===== config.mk =====
export PLATFORM = sky130hd
export DESIGN_NAME = decode_imm_stage_flat
export DESIGN_NICKNAME = d
export VERILOG_FILES = /design/src/rtl/decode_imm_stage_if.sv /design/src/rtl/decode_imm_stage.sv /design/src/flat_wrapper.sv
export SDC_FILE = /design/constraint.sdc
export NUM_CORES = 1
export LEC_CHECK = 0
export ABC_AREA = 1
export CAP_MARGIN = 20
export CORE_MARGIN = 2
export CORE_UTILIZATION = 52
export CTS_CLUSTER_SIZE = 10
export DETAILED_ROUTE_END_ITERATION = 7
export GPL_TIMING_DRIVEN = 0
export HOLD_SLACK_MARGIN = 0.02
export PLACE_DENSITY = 0.82
export SLEW_MARGIN = 40
export SYNTH_ARGS = -nofsm -noshare
export SYNTH_HDL_FRONTEND = slang
export SYNTH_SLANG_ARGS = --single-unit

===== constraint.sdc =====
create_clock -name clk -period 3.6 [get_ports clk]
set_input_delay 0.9 -clock clk [delete_from_list [all_inputs] [get_ports clk]]
set_output_delay 0.9 -clock clk [all_outputs]
set_load 0.02 [all_outputs]

===== src/rtl/decode_imm_stage_if.sv =====
// decode_imm_stage_if: fetch-side and execute-side handshake bundle of the decode stage.
interface decode_imm_stage_if #(
  parameter int DATASIZE = 16,
  parameter int EXT9SIZE = 9
);
  logic                flush;
  logic                in_valid;
  logic                in_ready;
  logic [DATASIZE-1:0] in_instr;
  logic [DATASIZE-1:0] in_pc;
  logic                out_valid;
  logic                out_ready;
  logic [2:0]          out_opcode;
  logic [2:0]          out_ra;
  logic [2:0]          out_rb;
  logic [2:0]          out_rc;
  logic [EXT9SIZE-1:0] out_imm9;
  logic [DATASIZE-1:0] out_simm;
  logic                out_is_lui;
  logic [DATASIZE-1:0] out_pc;
  modport slave (
    input  flush, in_valid, in_instr, in_pc, out_ready,
    output in_ready, out_valid, out_opcode, out_ra, out_rb, out_rc, out_imm9, out_simm, out_is_lui, out_pc
  );
  modport master (
    output flush, in_valid, in_instr, in_pc, out_ready,
    input  in_ready, out_valid, out_opcode, out_ra, out_rb, out_rc, out_imm9, out_simm, out_is_lui, out_pc
  );
endinterface


===== src/rtl/decode_imm_stage.sv =====
// decode_imm_stage: 2-entry skid-buffered decode stage producing register fields and immediates.
// Define DECODE_STALL_CNT_EN to add the saturating stall_cnt output.
module decode_imm_stage #(
  parameter int DATASIZE = 16,
  parameter int EXT9SIZE = 9,
  parameter int IMM7SIZE = 7
) (
  input logic clk,
  input logic rst_n,
  decode_imm_stage_if.slave bus
`ifdef DECODE_STALL_CNT_EN
  ,
  output logic [15:0] stall_cnt
`endif
);
  typedef enum logic [1:0] {EMPTY, ONE, FULL} state_t;
  state_t              state;
  logic                rdy;
  logic [DATASIZE-1:0] m_instr;
  logic [DATASIZE-1:0] m_pc;
  logic [DATASIZE-1:0] s_instr;
  logic [DATASIZE-1:0] s_pc;
  logic                in_xfer;
  logic                out_xfer;
  assign in_xfer        = bus.in_valid && rdy;
  assign out_xfer       = (state != EMPTY) && bus.out_ready;
  assign bus.in_ready   = rdy;
  assign bus.out_valid  = state != EMPTY;
  assign bus.out_opcode = m_instr[DATASIZE-1 -: 3];
  assign bus.out_ra     = m_instr[DATASIZE-4 -: 3];
  assign bus.out_rb     = m_instr[9:7];
  assign bus.out_rc     = m_instr[2:0];
  assign bus.out_imm9   = m_instr[EXT9SIZE-1:0];
  assign bus.out_simm   = {{(DATASIZE-IMM7SIZE){m_instr[IMM7SIZE-1]}}, m_instr[IMM7SIZE-1:0]};
  assign bus.out_is_lui = m_instr[DATASIZE-1 -: 3] == 3'b011;
  assign bus.out_pc     = m_pc;
  // in_ready is a register so fetch never sees a combinational path from out_ready.
  always_ff @(posedge clk)
    if (!rst_n) begin
      state   <= EMPTY;
      rdy     <= 1'b0;
      m_instr <= '0;
      m_pc    <= '0;
      s_instr <= '0;
      s_pc    <= '0;
    end else if (bus.flush) begin
      state <= EMPTY;
      rdy   <= 1'b1;
    end else
      case (state)
        EMPTY: begin
          rdy <= 1'b1;
          if (in_xfer) begin
            m_instr <= bus.in_instr;
            m_pc    <= bus.in_pc;
            state   <= ONE;
          end
        end
        ONE:
          if (in_xfer && out_xfer) begin
            m_instr <= bus.in_instr;
            m_pc    <= bus.in_pc;
          end else if (in_xfer) begin
            s_instr <= bus.in_instr;
            s_pc    <= bus.in_pc;
            state   <= FULL;
            rdy     <= 1'b0;
          end else if (out_xfer)
            state <= EMPTY;
        FULL:
          if (out_xfer) begin
            m_instr <= s_instr;
            m_pc    <= s_pc;
            state   <= ONE;
            rdy     <= 1'b1;
          end
        default: begin
          state <= EMPTY;
          rdy   <= 1'b1;
        end
      endcase
`ifdef DECODE_STALL_CNT_EN
  always_ff @(posedge clk)
    if (!rst_n)
      stall_cnt <= '0;
    else if (bus.in_valid && !rdy && stall_cnt != 16'hFFFF)
      stall_cnt <= stall_cnt + 16'd1;
`endif
endmodule


===== src/flat_wrapper.sv =====
// flat-port wrapper written by rule: the top's interface ports become plain ports
module decode_imm_stage_flat 
#(
  parameter int DATASIZE = 16,
  parameter int EXT9SIZE = 9,
  parameter int IMM7SIZE = 7
)
  (clk, rst_n, bus_flush, bus_in_valid, bus_in_instr, bus_in_pc, bus_out_ready, bus_in_ready, bus_out_valid, bus_out_opcode, bus_out_ra, bus_out_rb, bus_out_rc, bus_out_imm9, bus_out_simm, bus_out_is_lui, bus_out_pc);
  decode_imm_stage_if #(.DATASIZE(DATASIZE), .EXT9SIZE(EXT9SIZE)) bus_i ();
  input logic clk;
  input logic rst_n;
  input wire logic [$bits(bus_i.flush)-1:0] bus_flush;
  input wire logic [$bits(bus_i.in_valid)-1:0] bus_in_valid;
  input wire logic [$bits(bus_i.in_instr)-1:0] bus_in_instr;
  input wire logic [$bits(bus_i.in_pc)-1:0] bus_in_pc;
  input wire logic [$bits(bus_i.out_ready)-1:0] bus_out_ready;
  output wire logic [$bits(bus_i.in_ready)-1:0] bus_in_ready;
  output wire logic [$bits(bus_i.out_valid)-1:0] bus_out_valid;
  output wire logic [$bits(bus_i.out_opcode)-1:0] bus_out_opcode;
  output wire logic [$bits(bus_i.out_ra)-1:0] bus_out_ra;
  output wire logic [$bits(bus_i.out_rb)-1:0] bus_out_rb;
  output wire logic [$bits(bus_i.out_rc)-1:0] bus_out_rc;
  output wire logic [$bits(bus_i.out_imm9)-1:0] bus_out_imm9;
  output wire logic [$bits(bus_i.out_simm)-1:0] bus_out_simm;
  output wire logic [$bits(bus_i.out_is_lui)-1:0] bus_out_is_lui;
  output wire logic [$bits(bus_i.out_pc)-1:0] bus_out_pc;
  assign bus_i.flush = bus_flush;
  assign bus_i.in_valid = bus_in_valid;
  assign bus_i.in_instr = bus_in_instr;
  assign bus_i.in_pc = bus_in_pc;
  assign bus_i.out_ready = bus_out_ready;
  assign bus_in_ready = bus_i.in_ready;
  assign bus_out_valid = bus_i.out_valid;
  assign bus_out_opcode = bus_i.out_opcode;
  assign bus_out_ra = bus_i.out_ra;
  assign bus_out_rb = bus_i.out_rb;
  assign bus_out_rc = bus_i.out_rc;
  assign bus_out_imm9 = bus_i.out_imm9;
  assign bus_out_simm = bus_i.out_simm;
  assign bus_out_is_lui = bus_i.out_is_lui;
  assign bus_out_pc = bus_i.out_pc;
  decode_imm_stage #(.DATASIZE(DATASIZE), .EXT9SIZE(EXT9SIZE), .IMM7SIZE(IMM7SIZE)) u_core (.clk(clk), .rst_n(rst_n), .bus(bus_i));
endmodule

==> results of run 1 <==
==> layout make-up <==
| type | count | share of cell area, % |
|---|---|---|
| plain buffers | 62 | 7.33 |
| clock buffers | 11 | 3.27 |
| clock inverters | 5 | 1.62 |
| inverters | 39 | 3.16 |
| multi-input cells | 345 | 33.8 |
| flip-flops and latches | 67 | 29.0 |
| well taps | 77 | 2.08 |
| repair buffers | 91 | 19.7 |
==> Yosys cell counts <==
| master | number | area, sq um |
|---|---|---|
| nor2_2 | 1 | 6.26 |
| nand3_1 | 67 | 335 |
| nor2_4 | 1 | 11.3 |
| nand2_2 | 1 | 6.26 |
| clkinv_1 | 1 | 3.75 |
| clkbuf_1 | 14 | 52.6 |
| nand3_2 | 1 | 10.0 |
| dfxtp_1 | 67 | 1340 |
| inv_2 | 2 | 7.51 |
| nand4_1 | 33 | 206 |
| buf_1 | 5 | 18.8 |
| a31oi_1 | 1 | 6.26 |
| inv_1 | 36 | 135 |
| nand2_1 | 138 | 518 |
| buf_2 | 22 | 110 |
| a21oi_1 | 66 | 330 |
| buf_4 | 21 | 158 |
| nor2_1 | 36 | 135 |
==> layer usage <==
| layer | vias to the layer above | share of wire [%] | GRT usage [%] |
|---|---|---|---|
| li1 | 1863 | - | - |
| met1 | 1644 | 43 | 34.1 |
| met2 | 156 | 48 | 43.0 |
| met3 | 19 | 7.5 | 5.70 |
| met4 | 0 | 1.9 | 11.7 |
| met5 | - | 0 | 0 |
==> sequential cells by signal, summed over array words and instances (netlist names) <==
name and flops:
u_core.bus.in_ready 1, u_core.bus.out_pc 16, u_core.m_instr 16, u_core.s_instr 16
u_core.s_pc 16, u_core.state 2
==> worst max path at each step <==
stage	to	slack [ps]	cells after the start
6_report	bus_out_simm[8]	1040	2
5_1_grt	bus_out_simm[8]	940	2
4_1_cts	bus_out_simm[7]	1020	2
3_5_place_dp	u_core.bus.out_pc[5]	980	9
3_3_place_gp	u_core.m_instr[15]	1020	9
2_1_floorplan	u_core.m_instr[6]	1800	8
==> cell families after synthesis <==
family          Yosys count
compound gates           67
simple gates            278
flops                    67
buf+inv                 101
==> critical path, delay by kind of cell (launching register included) <==
family	cells	cell delay, ps
buf+inv	2	770
flops	1	550
==> cell usage in the layout (no fill, tap or decap), types with 2 or more instances in the layout <==
cell type / n
clkbuf_8: 11
nand4_1: 33
nand3_1: 67
nand2_1: 138
dfxtp_1: 67
clkbuf_1: 14
buf_2: 22
a21oi_1: 66
bufinv_16: 2
clkinv_2: 3
inv_1: 36
clkdlybuf4s50_1: 91
inv_2: 2
nor2_1: 36
buf_4: 21
buf_1: 5
==> stage by stage <==
step,worst slack (ps),total power (uW)
detailed placement,982,1150
floorplan,1800,994
global placement,1020,1150
finish,1040,1850
CTS,1020,1850
global route,942,1920
==> power groups by stage <==
| stage | sequential [uW] | combinational (uW) | clock (uW) |
|---|---|---|---|
| after floorplan | 833 | 161 | 0 |
| after global placement | 802 | 343 | 0 |
| after detailed placement | 804 | 349 | 0 |
| after CTS | 787 | 352 | 715 |
| after global routing | 790 | 382 | 748 |
| final | 787 | 351 | 713 |
==> reports/metrics.cfg, run 1 <==
[finish]
multi_input_area_sq_um = 1570
final_cells = 697
design_area_sq_um = 4630
final_util_pct = 73.3
finalNetCount = 652
area_growth_syn_to_layout_pct = 36.4
fill_cells = 525
antennaDiodeCount = 0
layout-drive-gt1-share_pct = 10.5
regArea_sq_um = 1340

[worst_setup_path]
path_class = reg2out
start_kind = flip-flop
slowest_stage = clkdlybuf4s50_1
worstPathArrival_ps = 1660
r2r_start = u_core.state[1]
critical_path.cell_chain = buf_4 > clkdlybuf4s50_1
critPathMaxFanout = 12
ff2ff_setup_slack_ps = 1930
cp_data_required_time_ps = 2700
reg2regPathDepth = 8
cpPeakStageDelay_ps = 590
crit_path_end_kind = primary output
critPathLaunch = u_core.m_instr[6]
rr_endpoint = u_core.s_pc[12]

[worst_hold_path]
hold_path.class = reg2reg
min_from = u_core.s_instr[14]
holdPathStages = 2
holdPathEnd = u_core.s_instr[14]

[yosys]
syn_area_per_cell_sq_um = 6.61
synth-simple-area-share_pct = 36.2
synth-xor-area-share_pct = 0
yosysSeqAreaShare_pct = 39.5
synth-compound-area-share_pct = 9.92
ys_seq_elements = 67
syn_area_sq_um = 3390
yosysWarnings = 0
synth_cells = 513
syn-num-nets = 550
synth_fa_ha_area_share_pct = 0
synthDistinctLibCells = 18
synthMuxAreaShare_pct = 0
synth_top_family_by_area = simple AND/OR/NAND/NOR gates

[timing]
slew-limit-headroom_pct = 66.3
hold_viol_final = 0
period_minus_slack_ps = 2560
whs_ps = 463
skew_ps = 9.54
rsz0062_at_grt = false
fmax_mhz = 390
period_share_pct = 71.2
tightest_slew_ps = 505
setup_tns_ps = 0
setup_violations = 0
finalMaxSlewViolations = 0

[cts]
clkLatencyLatePin_ps = 350
clock-sinks = 67
h-tree-depth = 3
cts_buffers = 9
post_cts_resized = 0
cts_setup_buffers = 0
cts_tree = done
ctsHoldBuffers = 0
root_buffer = clkbuf_8
clk_pin_slew_worst_paths_ps = 70
clock_path_buffers = 2

[floorplan]
rows = 29
start_util_pct = 53.7
die_w_um = 84.8
die_h_um = 84.8
placeableCoreArea_sq_um = 6310
dieArea_sq_um = 7190
io_pins = 93

[routing]
wl_per_cell_um = 13.0
drc = 0
drtIter0Drc = 339
drt-total-wl_um = 9090
drt-pass1-iter-count = 5
final_antenna_net_count = 0
vias = 3682
via_per_inst = 5.28

[pwr]
clock_power_share_pct = 38.5
p_int_uw = 1360
peakVddDrop_mv = 0.262
p_per_area_nw_per_um2 = 400
pwr-share-comb_pct = 19.0
switchingPower_uw = 493
power_switching_share_pct = 26.6
seqPwrFrac_pct = 42.5
leakage_uw = 0.00202

[place]
hpwl_um = 6650
portBuffers = 91
postPlaceCellArea_sq_um = 4400
dp_cells = 681
gp_congestion = 0.873

[grt]
track_usage_pct = 26.6
overflow = 0
grt_max_degree = 13
antenna_found_initial = 0
grt_pass1_wl_um = 15700
grt_pass1_vias = 3504

[flow_run]
drv_cap = 0

[outcome]
status = finished, final reports clean

(Power assumes the default switching activity.)
==> run 2: changes to the inputs <==
--- a/config.mk
+++ b/config.mk
@@ -8,12 +8,12 @@
 export ABC_AREA = 1
 export CAP_MARGIN = 20
 export CORE_MARGIN = 2
-export CORE_UTILIZATION = 52
+export CORE_UTILIZATION = 44
 export CTS_CLUSTER_SIZE = 10
 export DETAILED_ROUTE_END_ITERATION = 7
 export GPL_TIMING_DRIVEN = 0
 export HOLD_SLACK_MARGIN = 0.02
-export PLACE_DENSITY = 0.82
+export PLACE_DENSITY = 0.74
 export SLEW_MARGIN = 40
 export SYNTH_ARGS = -nofsm -noshare
 export SYNTH_HDL_FRONTEND = slang
==> constraint.sdc (replaced) <==
create_clock -name clk -period 2.1 [get_ports clk]
set_input_delay 0.525 -clock clk [delete_from_list [all_inputs] [get_ports clk]]
set_output_delay 0.525 -clock clk [all_outputs]
set_load 0.02 [all_outputs]
==> run 2 against run 1 <==
Worst setup slack worse by 910 ps. Critical endpoint is now bus_out_simm[14]. Hold slack about the same. Sequential cell count unchanged. Largest power group unchanged. Clock power is 87% higher. Clock-buffer cell count decreased by 2. Cell count rose by 3.6%. Via count is 3.1% lower. Sequential power rose by 72%. Non-clock buffer count stayed put.
==> reports/metrics.cfg, run 2 (same netlist as run 1, synthesis figures left out) <==
[timing]
hold_viol_final = 0  ; unchanged
tightest_slew_ps = 486  ; was 505 ps
fmax_mhz = 506
slew-limit-headroom_pct = 67.6  ; was 66.3%
period_minus_slack_ps = 1980
setup_violations = 0  ; unchanged
finalMaxSlewViolations = 0  ; unchanged
period_share_pct = 94.2
skew_ps = 12.8  ; was 9.54 ps
setup_tns_ps = 0  ; unchanged
rsz0062_at_grt = false  ; unchanged
layout_setup_ws_ps = 122  ; was 1040 ps

[grt]
grt_pass1_wl_um = 15000  ; was 15700 um
track_usage_pct = 21.6  ; was 26.6%
antenna_found_initial = 0  ; unchanged
overflow = 0  ; unchanged
grt_pass1_vias = 3200  ; was 3504
grt_max_degree = 14  ; was 13

[worst_setup_path]
cp_data_required_time_ps = 1570  ; was 2700 ps
crit_path_end_kind = primary output  ; unchanged
path_class = reg2out  ; unchanged
critPathMaxFanout = 12  ; unchanged
worstPathArrival_ps = 1450  ; was 1660 ps
start_kind = flip-flop  ; unchanged
ff2ff_setup_slack_ps = 410  ; was 1930 ps

[routing]
vias = 3568  ; was 3682
wl_per_cell_um = 12.4  ; was 13.0 um
via_per_inst = 4.94  ; was 5.28
drt-total-wl_um = 8970  ; was 9090 um
final_antenna_net_count = 0  ; unchanged
drtIter0Drc = 217  ; was 339
drc = 0  ; unchanged
drt-pass1-iter-count = 4  ; was 5

[place]
gp_congestion = 0.891  ; was 0.873
portBuffers = 91  ; unchanged
hpwl_um = 6520  ; was 6650 um
place_ws_ps = -68.5  ; was 982 ps
dp_cells = 706  ; was 681

[pwr]
p_total_uw = 3280  ; was 1850 uW
leakage_uw = 0.00204  ; was 0.00202 uW
p_per_area_nw_per_um2 = 700  ; was 400 nW/um^2
peakVddDrop_mv = 0.570  ; was 0.262 mV

[floorplan]
die_w_um = 91.8  ; was 84.8 um
io_pins = 93  ; unchanged
dieArea_sq_um = 8430  ; was 7190 sq um
die_h_um = 91.8  ; was 84.8 um
start_util_pct = 44.6  ; was 53.7%
rows = 32  ; was 29
placeableCoreArea_sq_um = 7610  ; was 6310 sq um

[outcome]
status = finished, final reports clean  ; unchanged

[cts]
clock-sinks = 67  ; unchanged
cts_buffers = 9  ; unchanged
root_buffer = clkbuf_8  ; unchanged
h-tree-depth = 3  ; unchanged
clk_pin_slew_worst_paths_ps = 70  ; about the same
clock_path_buffers = 2  ; unchanged
clkLatencyLatePin_ps = 350  ; about the same
cts_tree = done  ; unchanged

[finish]
fill_cells = 705  ; was 525
area_growth_syn_to_layout_pct = 38.1  ; was 36.4%
final_common_cell = nand2_1  ; unchanged
final_cells = 722  ; was 697
layout_common_cells = nand2_1 (138), clkdlybuf4s50_1 (89), nand3_1 (67)  ; was nand2_1 (138), clkdlybuf4s50_1 (91), nand3_1 (67), dfxtp_1 (67), a21oi_1 (66)
finalNetCount = 652  ; unchanged
antennaDiodeCount = 0  ; unchanged
layout-drive-gt1-share_pct = 10.6  ; was 10.5%

[worst_hold_path]
hold_path.class = reg2reg  ; unchanged

[flow_run]
drv_cap = 0  ; unchanged

[run 2: worst paths after layout]
path / from / end / cells after the start
hold / removal: u_core.s_pc[5] / u_core.s_pc[5] / 2
hold reg to reg: u_core.s_pc[5] / u_core.s_pc[5] / 2
setup / recovery: u_core.m_instr[6] / bus_out_simm[14] / 2
setup reg to reg: u_core.state[1] / u_core.s_pc[2] / 8
[run 2: power by group]
group | total (uW) | internal (uW) | switching, uW | leakage [uW]
Sequential | 1350 | 1320 | 32.6 | 0.000545
Combinational | 597 | 284 | 313 | 0.00138
Clock | 1330 | 799 | 534 | 0.000120
Total | 3280 | 2400 | 880 | 0.00204
[run 2: cell type report]
class | instances | area, sq um | area share, %
buffer | 62 | 339 | 7.24
clock buffer | 9 | 124 | 2.64
clock inverter | 7 | 124 | 2.64
inverter | 39 | 146 | 3.13
multi-input combinational | 345 | 1570 | 33.4
sequential | 67 | 1350 | 28.7
tap | 102 | 128 | 2.73
timing repair buffer | 91 | 912 | 19.5
[run 2: worst max-delay path, cell delays in order (launching register included)]
cell and delay (ps):
dfxtp_4 410, buf_4 120, clkdlybuf4s50_1 590
[run 2: stage by stage]
step                      hold WS [ps]  utilization (%)  instance area, sq um
after floorplan                    440                -                  3390
after global placement             448             58.2                  4430
after detailed placement           453             58.2                  4430
after CTS                          464             61.5                  4680
after global routing               479             61.6                  4680
final                              463             61.6                  4680
[run 2: metal layers]
layer / vias to the layer above / GRT usage (%) / share of wire, %
met5: - / 0 / 0
met4: 0 / 7.84 / 1.2
met3: 9 / 5.09 / 6.8
met2: 132 / 35.0 / 45
met1: 1567 / 28.1 / 47
li1: 1860 / - / -
[run 2: what timing repair did]
item	CTS	global route
gates resized for setup	2	2
cloned	0	0
hold buffers	0	0
endpoints found under the setup margin	11	3
buffers inserted	0	0
pin swaps	0	0
hold endpoints to repair	0	0
==> run 3: changes to the inputs <==
--- a/config.mk
+++ b/config.mk
@@ -7,13 +7,15 @@
 export LEC_CHECK = 0
 export ABC_AREA = 1
 export CAP_MARGIN = 20
-export CORE_MARGIN = 2
+export CORE_MARGIN = 5
 export CORE_UTILIZATION = 44
+export CTS_CLUSTER_DIAMETER = 40
 export CTS_CLUSTER_SIZE = 10
 export DETAILED_ROUTE_END_ITERATION = 7
 export GPL_TIMING_DRIVEN = 0
 export HOLD_SLACK_MARGIN = 0.02
 export PLACE_DENSITY = 0.74
+export SKIP_LAST_GASP = 1
 export SLEW_MARGIN = 40
 export SYNTH_ARGS = -nofsm -noshare
 export SYNTH_HDL_FRONTEND = slang
==> run 3 against run 2 <==
Hold slack got worse by 1.5 ps. Sequential power about the same. Clock-buffer cell count is 3 higher. Maximum frequency down 2.2%. Routed wire length grew 2.1%. Total power fell by 3.0%. Sequential cell count unchanged. Cell count is the same. Clock skew down 3.9 ps. Largest cell class unchanged.
==> reports/metrics.cfg, run 3 (same netlist as run 1, synthesis figures left out) <==
[cts]
root_buffer = clkbuf_8  ; unchanged
clk_pin_slew_worst_paths_ps = 70  ; about the same
cts_tree = done  ; unchanged
clkLatencyLatePin_ps = 360  ; was 350 ps
cts_buffers = 9  ; unchanged
clock_path_buffers = 2  ; unchanged
ctsHoldBuffers = 0  ; unchanged
clock-sinks = 67  ; unchanged
h-tree-depth = 3  ; unchanged

[grt]
grt_pass1_vias = 3399  ; was 3200
grt_max_degree = 13  ; was 14
grt_pass1_wl_um = 15400  ; was 15000 um
track_usage_pct = 19.3  ; was 21.6%
antenna_found_initial = 0  ; unchanged
overflow = 0  ; unchanged

[floorplan]
rows = 32  ; unchanged
die_h_um = 97.8  ; was 91.8 um
io_pins = 93  ; unchanged
die_w_um = 97.8  ; was 91.8 um
start_util_pct = 44.6  ; unchanged
placeableCoreArea_sq_um = 7610  ; unchanged
dieArea_sq_um = 9560  ; was 8430 sq um

[timing]
skew_ps = 8.86  ; was 12.8 ps
period_minus_slack_ps = 2020  ; was 1980 ps
finalMaxSlewViolations = 0  ; unchanged
whs_ps = 461  ; was 463 ps
period_share_pct = 96.3  ; was 94.2%
tightest_slew_ps = 485  ; was 486 ps
setup_violations = 0  ; unchanged
rsz0062_at_grt = false  ; unchanged
setup_tns_ps = 0  ; unchanged
hold_viol_final = 0  ; unchanged
slew-limit-headroom_pct = 67.7  ; was 67.6%
fmax_mhz = 495  ; was 506 MHz

[place]
portBuffers = 91  ; unchanged
hpwl_um = 6820  ; was 6520 um
gp_congestion = 0.852  ; was 0.891
postPlaceCellArea_sq_um = 4430  ; unchanged

[pwr]
p_total_uw = 3180  ; was 3280 uW
p_per_area_nw_per_um2 = 683  ; was 700 nW/um^2
peakVddDrop_mv = 0.404  ; was 0.570 mV
leakage_uw = 0.00201  ; was 0.00204 uW

[worst_setup_path]
cp_data_required_time_ps = 1570  ; about the same
start_kind = flip-flop  ; unchanged
path_class = reg2out  ; unchanged
worstPathArrival_ps = 1500  ; was 1450 ps
crit_path_end_kind = primary output  ; unchanged
reg2regPathDepth = 8  ; unchanged
critPathMaxFanout = 3  ; was 12

[routing]
drc = 0  ; unchanged
wl_per_cell_um = 12.7  ; was 12.4 um
final_antenna_net_count = 0  ; unchanged
vias = 3603  ; was 3568
drt-pass1-iter-count = 4  ; unchanged
via_per_inst = 4.99  ; was 4.94
drt-total-wl_um = 9160  ; was 8970 um
drtIter0Drc = 200  ; was 217

[flow_run]
drv_cap = 0  ; unchanged

[finish]
design_area_sq_um = 4660  ; was 4680 sq um
layout-drive-gt1-share_pct = 10.5  ; was 10.6%
finalNetCount = 652  ; unchanged
area_growth_syn_to_layout_pct = 37.4  ; was 38.1%
layout_common_cells = nand2_1 (138), clkdlybuf4s50_1 (90), nand3_1 (67)  ; was nand2_1 (138), clkdlybuf4s50_1 (89), nand3_1 (67)
final_common_cell = nand2_1  ; unchanged
antennaDiodeCount = 0  ; unchanged

[worst_hold_path]
hold_path.class = reg2reg  ; unchanged
holdPathStages = 2  ; unchanged

[outcome]
status = finished, final reports clean  ; unchanged

run 3: routing by layer:
layer,vias to the layer above,GRT usage (%),wire length [um]
li1,1861,-,-
met1,1590,23.9,4140
met2,138,31.3,4090
met3,14,5.29,759
met4,0,8.73,168
met5,-,0,0
run 3: metrics by stage:
stage,std cells,utilization (%),setup slack [ps]
detailed placement,706,58.2,-92.9
floorplan,513,-,679
CTS,722,61.2,41.8
global placement,706,58.2,-80.9
global route,722,61.3,36.0
finish,722,61.3,78.7
run 3: worst paths after layout:
check,start,endpoint,slack [ps]
hold reg to reg,u_core.s_instr[1],u_core.s_instr[1],460
setup / recovery,u_core.m_instr[13],bus_out_is_lui,80
hold / removal,u_core.s_instr[1],u_core.s_instr[1],460
setup reg to reg,u_core.state[1],u_core.s_pc[7],380
run 3: worst max-delay path, stage by stage (launching register included):
cell and delay (ps):
dfxtp_1 370, nand2_1 80, nor2_1 80, clkdlybuf4s50_1 610
run 3: final cells by class:
cell class	instances	area [sq um]
plain buffers	62	339
clock buffers	12	155
clock inverters	4	72.6
fillers	706	2950
inverters	39	146
multi-input cells	345	1570
flip-flops and latches	67	1350
well taps	102	128
repair buffers	91	910
run 3: power breakdown:
part           internal (uW)  switching, uW
Clock                    732            502
Sequential              1320           32.4
Combinational            284            314
run 3: timing repair:
item / CTS / global route
setup endpoints to repair: 11 / 5
setup buffers: 0 / 0
gates resized for setup: 2 / 1
